--- src/rtl/fetch_ctrl_pkg.sv ---
// Shared constants and types for the instruction fetch controller.
package fetch_ctrl_pkg;

   // Instruction word width and opcode field layout (opcode in the top bits).
   localparam int WIDTH   = 32;
   localparam int OP_BITS = 6;

   // Opcode values understood by the fetch stage.
   localparam logic [OP_BITS-1:0] OP_NOP  = 6'h00;
   localparam logic [OP_BITS-1:0] OP_ADD  = 6'h01;
   localparam logic [OP_BITS-1:0] OP_BR   = 6'h04;
   localparam logic [OP_BITS-1:0] OP_HALT = 6'h3F;

   // Fetch controller states.
   typedef enum logic [1:0] {
      ST_IDLE   = 2'd0,
      ST_FETCH  = 2'd1,
      ST_HALTED = 2'd2
   } fetch_state_t;

   // True when the opcode field of an instruction word is HALT.
   function automatic logic is_halt(input logic [WIDTH-1:0] word);
      return word[WIDTH-1 -: OP_BITS] == OP_HALT;
   endfunction

endpackage

--- src/rtl/fetch_ctrl_if.sv ---
// Fetch controller bus: instruction memory port, decode handshake and
// branch redirect from execute.
interface fetch_ctrl_if;
   import fetch_ctrl_pkg::*;

   logic             start;
   logic [31:0]      pc;
   logic [WIDTH-1:0] inst;
   logic             out_valid;
   logic             out_ready;
   logic [WIDTH-1:0] out_inst;
   logic [31:0]      out_pc;
   logic             redirect;
   logic [31:0]      redirect_pc;
   logic             halted;

   // Fetch controller side.
   modport master (
      input  start, inst, out_ready, redirect, redirect_pc,
      output pc, out_valid, out_inst, out_pc, halted
   );

   // Environment side (instruction memory, decode, execute).
   modport slave (
      output start, inst, out_ready, redirect, redirect_pc,
      input  pc, out_valid, out_inst, out_pc, halted
   );
endinterface

--- src/rtl/fetch_fifo.sv ---
// Small fetch buffer: power-of-two depth, combinational head read,
// push/pop/flush with full/empty flags.
module fetch_fifo #(
   parameter int DEPTH = 2,
   parameter int DW    = 64
) (
   input  logic          clk,
   input  logic          rst_n,
   input  logic          flush,
   input  logic          push,
   input  logic          pop,
   input  logic [DW-1:0] push_data,
   output logic [DW-1:0] head_data,
   output logic          full,
   output logic          empty
);
   localparam int AW = $clog2(DEPTH);

   // Pointers carry one extra wrap bit to tell full from empty.
   logic [AW:0]   wr_ptr_reg;
   logic [AW:0]   rd_ptr_reg;
   logic [DW-1:0] mem_reg [DEPTH];
   logic          do_push;
   logic          do_pop;

   assign empty   = (wr_ptr_reg == rd_ptr_reg);
   assign full    = (wr_ptr_reg[AW] != rd_ptr_reg[AW]) &&
                    (wr_ptr_reg[AW-1:0] == rd_ptr_reg[AW-1:0]);
   assign do_pop  = pop && !empty;
   assign do_push = push && (!full || do_pop);

   assign head_data = mem_reg[rd_ptr_reg[AW-1:0]];

   // Pointer update; flush empties the buffer regardless of push/pop.
   always_ff @(posedge clk) begin
      if (!rst_n || flush) begin
         wr_ptr_reg <= '0;
         rd_ptr_reg <= '0;
      end else begin
         if (do_push) wr_ptr_reg <= wr_ptr_reg + {{AW{1'b0}}, 1'b1};
         if (do_pop)  rd_ptr_reg <= rd_ptr_reg + {{AW{1'b0}}, 1'b1};
      end
   end

   // Per-entry storage write; contents are only meaningful while counted.
   for (genvar gi = 0; gi < DEPTH; gi++) begin : g_entry
      always_ff @(posedge clk) begin
         if (do_push && (wr_ptr_reg[AW-1:0] == AW'(gi)))
            mem_reg[gi] <= push_data;
      end
   end

endmodule

--- src/rtl/fetch_ctrl.sv ---
// Instruction fetch controller: walks pc through memory, buffers
// {pc, inst} pairs for decode, stops on HALT and follows branch redirects.
module fetch_ctrl
   import fetch_ctrl_pkg::*;
#(
   parameter logic [31:0] BOOT_PC    = 32'd0,
   parameter int          FIFO_DEPTH = 2
) (
   input  logic   clk,
   input  logic   rst_n,
   fetch_ctrl_if.master bus
);
   localparam int DW = 32 + WIDTH;

   fetch_state_t  state_reg, state_next;
   logic [31:0]   pc_reg, pc_next;
   logic          fifo_push;
   logic          fifo_pop;
   logic          fifo_flush;
   logic          fifo_full;
   logic          fifo_empty;
   logic [DW-1:0] fifo_head;

   fetch_fifo #(
      .DEPTH (FIFO_DEPTH),
      .DW    (DW)
   ) u_fifo (
      .clk       (clk),
      .rst_n     (rst_n),
      .flush     (fifo_flush),
      .push      (fifo_push),
      .pop       (fifo_pop),
      .push_data ({pc_reg, bus.inst}),
      .head_data (fifo_head),
      .full      (fifo_full),
      .empty     (fifo_empty)
   );

   // A transfer to decode happens whenever the head is valid and accepted.
   assign fifo_pop = !fifo_empty && bus.out_ready;

   // Outputs read as zero while the buffer is empty so reset clears them.
   assign bus.out_valid = !fifo_empty;
   assign bus.out_inst  = fifo_empty ? '0 : fifo_head[WIDTH-1:0];
   assign bus.out_pc    = fifo_empty ? '0 : fifo_head[DW-1:WIDTH];
   assign bus.pc        = pc_reg;
   assign bus.halted    = (state_reg == ST_HALTED);

   // State and pc registers; pc is always a flop so out_ready/redirect
   // never reach it combinationally.
   always_ff @(posedge clk) begin
      if (!rst_n) begin
         state_reg <= ST_IDLE;
         pc_reg    <= BOOT_PC;
      end else begin
         state_reg <= state_next;
         pc_reg    <= pc_next;
      end
   end

   // Next-state, next-pc and buffer control.
   always_comb begin
      state_next = state_reg;
      pc_next    = pc_reg;
      fifo_push  = 1'b0;
      fifo_flush = 1'b0;
      case (state_reg)
         ST_IDLE: begin
            if (bus.start) begin
               state_next = ST_FETCH;
               pc_next    = BOOT_PC;
               fifo_flush = 1'b1;
            end
         end
         ST_FETCH: begin
            if (bus.redirect) begin
               // Redirect beats everything, including a HALT being fetched.
               pc_next    = bus.redirect_pc;
               fifo_flush = 1'b1;
            end else if (!fifo_full || fifo_pop) begin
               fifo_push = 1'b1;
               pc_next   = pc_reg + 32'd1;
               if (is_halt(bus.inst))
                  state_next = ST_HALTED;
            end
         end
         ST_HALTED: begin
            if (bus.start) begin
               state_next = ST_FETCH;
               pc_next    = BOOT_PC;
               fifo_flush = 1'b1;
            end
         end
         default: begin
            state_next = ST_IDLE;
            pc_next    = BOOT_PC;
            fifo_flush = 1'b1;
         end
      endcase
   end

endmodule

--- src/flat_wrapper.sv ---
// flat-port wrapper written by rule: the top's interface ports become plain ports
module fetch_ctrl_flat import fetch_ctrl_pkg::*;
#(
   parameter logic [31:0] BOOT_PC    = 32'd0,
   parameter int          FIFO_DEPTH = 2
)
  (clk, rst_n, bus_start, bus_inst, bus_out_ready, bus_redirect, bus_redirect_pc, bus_pc, bus_out_valid, bus_out_inst, bus_out_pc, bus_halted);
  fetch_ctrl_if bus_i ();
  input  logic clk;
  input  logic rst_n;
  input wire logic [$bits(bus_i.start)-1:0] bus_start;
  input wire logic [$bits(bus_i.inst)-1:0] bus_inst;
  input wire logic [$bits(bus_i.out_ready)-1:0] bus_out_ready;
  input wire logic [$bits(bus_i.redirect)-1:0] bus_redirect;
  input wire logic [$bits(bus_i.redirect_pc)-1:0] bus_redirect_pc;
  output wire logic [$bits(bus_i.pc)-1:0] bus_pc;
  output wire logic [$bits(bus_i.out_valid)-1:0] bus_out_valid;
  output wire logic [$bits(bus_i.out_inst)-1:0] bus_out_inst;
  output wire logic [$bits(bus_i.out_pc)-1:0] bus_out_pc;
  output wire logic [$bits(bus_i.halted)-1:0] bus_halted;
  assign bus_i.start = bus_start;
  assign bus_i.inst = bus_inst;
  assign bus_i.out_ready = bus_out_ready;
  assign bus_i.redirect = bus_redirect;
  assign bus_i.redirect_pc = bus_redirect_pc;
  assign bus_pc = bus_i.pc;
  assign bus_out_valid = bus_i.out_valid;
  assign bus_out_inst = bus_i.out_inst;
  assign bus_out_pc = bus_i.out_pc;
  assign bus_halted = bus_i.halted;
  fetch_ctrl #(.BOOT_PC(BOOT_PC), .FIFO_DEPTH(FIFO_DEPTH)) u_core (.clk(clk), .rst_n(rst_n), .bus(bus_i));
endmodule
--- config.mk ---
export PLATFORM = sky130hd
export DESIGN_NAME = fetch_ctrl_flat
export DESIGN_NICKNAME = d
export VERILOG_FILES = /design/src/rtl/fetch_ctrl_pkg.sv /design/src/rtl/fetch_ctrl_if.sv /design/src/rtl/fetch_fifo.sv /design/src/rtl/fetch_ctrl.sv /design/src/flat_wrapper.sv
export SDC_FILE = /design/constraint.sdc
export NUM_CORES = 1
export LEC_CHECK = 0
export CORE_MARGIN = 5
export CORE_UTILIZATION = 34
export CTS_CLUSTER_DIAMETER = 80
export DETAILED_ROUTE_END_ITERATION = 7
export MAX_ROUTING_LAYER = met4
export PLACE_DENSITY = 0.7
export SLEW_MARGIN = 20
export SYNTH_ARGS = -nofsm -noshare
export SYNTH_HDL_FRONTEND = slang
export SYNTH_HIERARCHICAL = 1
export SYNTH_SLANG_ARGS = --single-unit
--- constraint.sdc ---
create_clock -name clk -period 9 [get_ports clk]
set_clock_uncertainty 0.15 [all_clocks]
set_input_delay 1.8 -clock clk [delete_from_list [all_inputs] [get_ports clk]]
set_output_delay 1.8 -clock clk [all_outputs]
set_load 0.05 [all_outputs]
==> key figures <==
Timing
  – Relative slew margins: 39.61%
  – Fraction of the cycle the final worst path needs: 56.82%
  – Max-slew violation count: 0
  – Tightest hold margin: 0.4106 ns
  – Time the worst path needs with I/O delays and setup: 5.114 ns
  – Count of endpoints failing hold in the final timing report: 0
  – Unrepaired setup endpoints after global routing: false
  – Worst Max-Slew Pin Slew: 0.9059 ns
  – Final count of negative-setup-slack endpoints: 0
  – Post-Route Setup TNS: 0 ns
  – Fmax: 195.5 MHz

Cells and area
  – Final cell area excluding filler cells: 0.01014 mm²
  – Number of nets in the finished design: 825
  – Number of inserted diodes: 0
  – Area growth from synthesis to final layout: 34.15%
  – Largest register FFs: 128
  – Ratio of cells with drive above 1 in the final layout: 15.78%

CTS
  – Resized Gates After CTS: 0
  – TritonCTS clock tree: done
  – Sink Count: 167
  – Master cell of the clock root buffer: clkbuf_16
  – Maximum buffer depth of the clock tree: 2
  – Post-CTS Hold Fix Bufs: 0
  – Number of buffers created by CTS: 17
  – Maximum level of the CTS H-tree: 4
  – Setup bufs post-CTS: 0
  – Clock latency at the later pin of the worst-skew pair: 0.42 ns
  – Clock transition at path regs: 0.06 ns

Placed design
  – Count of buffers inserted at the top-level ports: 166
  – Post-DP Area: 0.009563 mm²
  – HPWL after detailed placement: 13870 µm
  – RD Place Congestion: 0.8427

Yosys
  – Number of enable flip-flop cells after synthesis: 128
  – Combinational family with the most area after synthesis: simple AND/OR/NAND/NOR gates
  – Cell area after technology mapping: 0.007562 mm²
  – Simple-gate area share of the yosys netlist: 16.33%
  – Synthesis warning total: 6
  – Synth Net Count: 664
  – Portion of the post-synthesis area used by sequential elements: 61.15%
  – Cell count after synthesis: 594
  – Area share of xor/xnor cells in the synthesized design: 0.5625%
  – Share of the synthesized area in the top cell type: 50.83%
  – Library cells used by synthesis: 66
  – Flip-flop cell with the highest count after synthesis: edfxtp_1
  – Synthesis-stage register bit count: 167
  – Asr flop ratio synth: 0%
  – Synth top area cells: edfxtp_1 51%, dfxtp_1 10%, mux2_2 9.7%
  – Average instance area after synthesis: 12.73 µm²
  – Mux share of post-synthesis cell area: 10.90%
  – Post-Synth Adder-Cell Area: 0.1655%
  – Post-synth top area cell: edfxtp_1
  – Area fraction in compound gates after synthesis: 8.670%

Power
  – Maximum vdd drop: 79.95 µV
  – Pwr dens: 172.1 mW/mm²
  – Static Leakage: 0.003304 µW

Critical path
  – Crit path buffers/inverters: 2
  – Critical path endpoint category: primary output
  – Max Fanout on Critical Path: 41
  – Slowest stage cell on the critical path: clkdlybuf4s50_1
  – Worst path cell trace: xor2_1 -> nor2_4 -> buf_4 -> nor2b_1 -> clkdlybuf4s50_1
  – Worst setup SP type: flip-flop
  – Peak per-stage delay on the critical path: 0.73 ns
  – Data required time of the critical path: 7.05 ns
  – Kind of cell adding the most delay to the critical path: buffers and inverters
  – Crit path DAT: 3.16 ns
  – Worst reg-to-reg setup slack: 5.28 ns
  – Logic depth of the worst path, buffers included: 5
  – Worst setup path class: reg2out
  – Number of cell instances on the worst register-to-register path: 9

Floorplan
  – Placeable core area: 0.02189 mm²
  – Total I/O pin count: 167
  – Overall die height: 159.1 µm
  – Number of placement rows: 54
  – Initial Util: 34.55%
  – Die W: 159.1 µm
  – Die outline area: 0.02532 mm²

Global route
  – Number of global-route vias before repair: 5245
  – Total routing usage reported by global routing: 15.37%
  – Remaining global-route overflow: 0
  – Pin count of the biggest net entering global routing: 65
  – Wire length of the first global-routing pass: 29950 µm
  – Initial antenna violation count: 0

Detailed routing
  – Number of DRC violations after detailed routing: 0
  – Sum of routed wire length over all layers: 19780 µm
  – Routed length per placed instance: 18.89 µm
  – Detailed Routing Iterations Pass 1: 5
  – Vias/cell: 5.149
  – Iter 0 DRT Violations: 383
  – Total number of vias: 5391
  – Remaining antenna violation count: 0

Hold path
  – Number of stages on the worst hold path: 0
  – Classification of the worst-slack hold path: reg2reg

Run status
  – Run status: finished, final reports clean

Flow run
  – Max-cap violation count: 0
## per-layer routing
metal  part of all wire, %  track usage [%]  routed length [µm]
met1                    44            19.65                8764
met2                    47            24.17                9374
met3                   6.0            3.546                1184
met4                   2.3            5.235                 452
met5                     0                -                   0
## logic make-up (layout without fill, tap and decap cells)
kind of cell / count (synthesis) / in the layout
xor gates and xnor gates: 4 / 4
and+or+nand+nor: 214 / 214
buffers and inverters: 39 / 212
AOI/OAI and AO/OA: 95 / 95
muxes: 74 / 74
DFF: 167 / 167
adders and majority gates: 1 / 1
## cell usage after synthesis (4+ instances only)
cell type / count
edfxtp_1: 128
mux2_2: 65
nor2b_1: 65
dfxtp_1: 39
nand2_1: 39
nor2_1: 27
o21ai_0: 20
clkbuf_1: 17
a21oi_1: 15
nand3_1: 14
nand4_1: 12
buf_2: 11
a22oi_1: 10
a31oi_1: 8
and3_1: 8
inv_1: 8
nor3_1: 8
mux2i_1: 7
nor4_1: 7
a32o_1: 6
o211ai_1: 5
and2_1: 4
## placed cells by master (no fill, tap or decap), types with 4 or more instances in the layout
cell             count
nand3_1             14
dfxtp_1             38
nor2b_1             65
nor4_1               7
edfxtp_1           128
clkbuf_16           17
mux2i_1              7
a22oi_1             10
clkdlybuf4s50_1    166
nand4_1             12
inv_1                8
a31oi_1              8
a32o_1               6
nand2_1             39
buf_4                5
and2_1               4
clkinv_1             4
a21oi_1             14
mux2_2              65
nor3_1               8
and3_1               8
o21ai_0             20
nor2_1              26
o211ai_1             5
## report_power, final
group	total [µW]	switching [µW]	internal (µW)	leakage [µW]
combinational	162	92.5	69.9	0.00157
clock	722	288	433	0.000281
sequential	861	13.7	848	0.00146
total	1750	395	1350	0.00330
## worst paths after layout
kind / start / to
max: u_core/u_fifo/rd_ptr_reg[0] / bus_out_pc[16]
min: u_core/bus.pc[6] / u_core/u_fifo/mem_reg[1][38]
max reg2reg: u_core/u_fifo/rd_ptr_reg[0] / u_core/u_fifo/mem_reg[1][23]
min reg2reg: u_core/bus.pc[6] / u_core/u_fifo/mem_reg[1][38]
## final cells by class
class / count / area, µm²
clock buffer: 18 / 429.2
clock inverter: 13 / 152.6
fill: 1993 / 11750
inverter: 8 / 30.03
multi-input combinational: 388 / 2800
sequential: 167 / 4628
tap: 280 / 350.3
timing repair buffer: 173 / 1754
## per-stage QoR
stage | power [µW] | util, % | cells | setup slack (ns)
2_1_floorplan | 965.4 | - | 594 | 1.151
3_3_place_gp | 1037 | 43.43 | 1014 | 3.467
3_5_place_dp | 1041 | 43.68 | 1016 | 3.854
4_1_cts | 1760 | 46.34 | 1047 | 3.832
5_1_grt | 1801 | 46.34 | 1047 | 3.671
6_report | 1745 | 46.34 | 1047 | 3.886
Note: power is estimated with default switching activity, not from simulation.
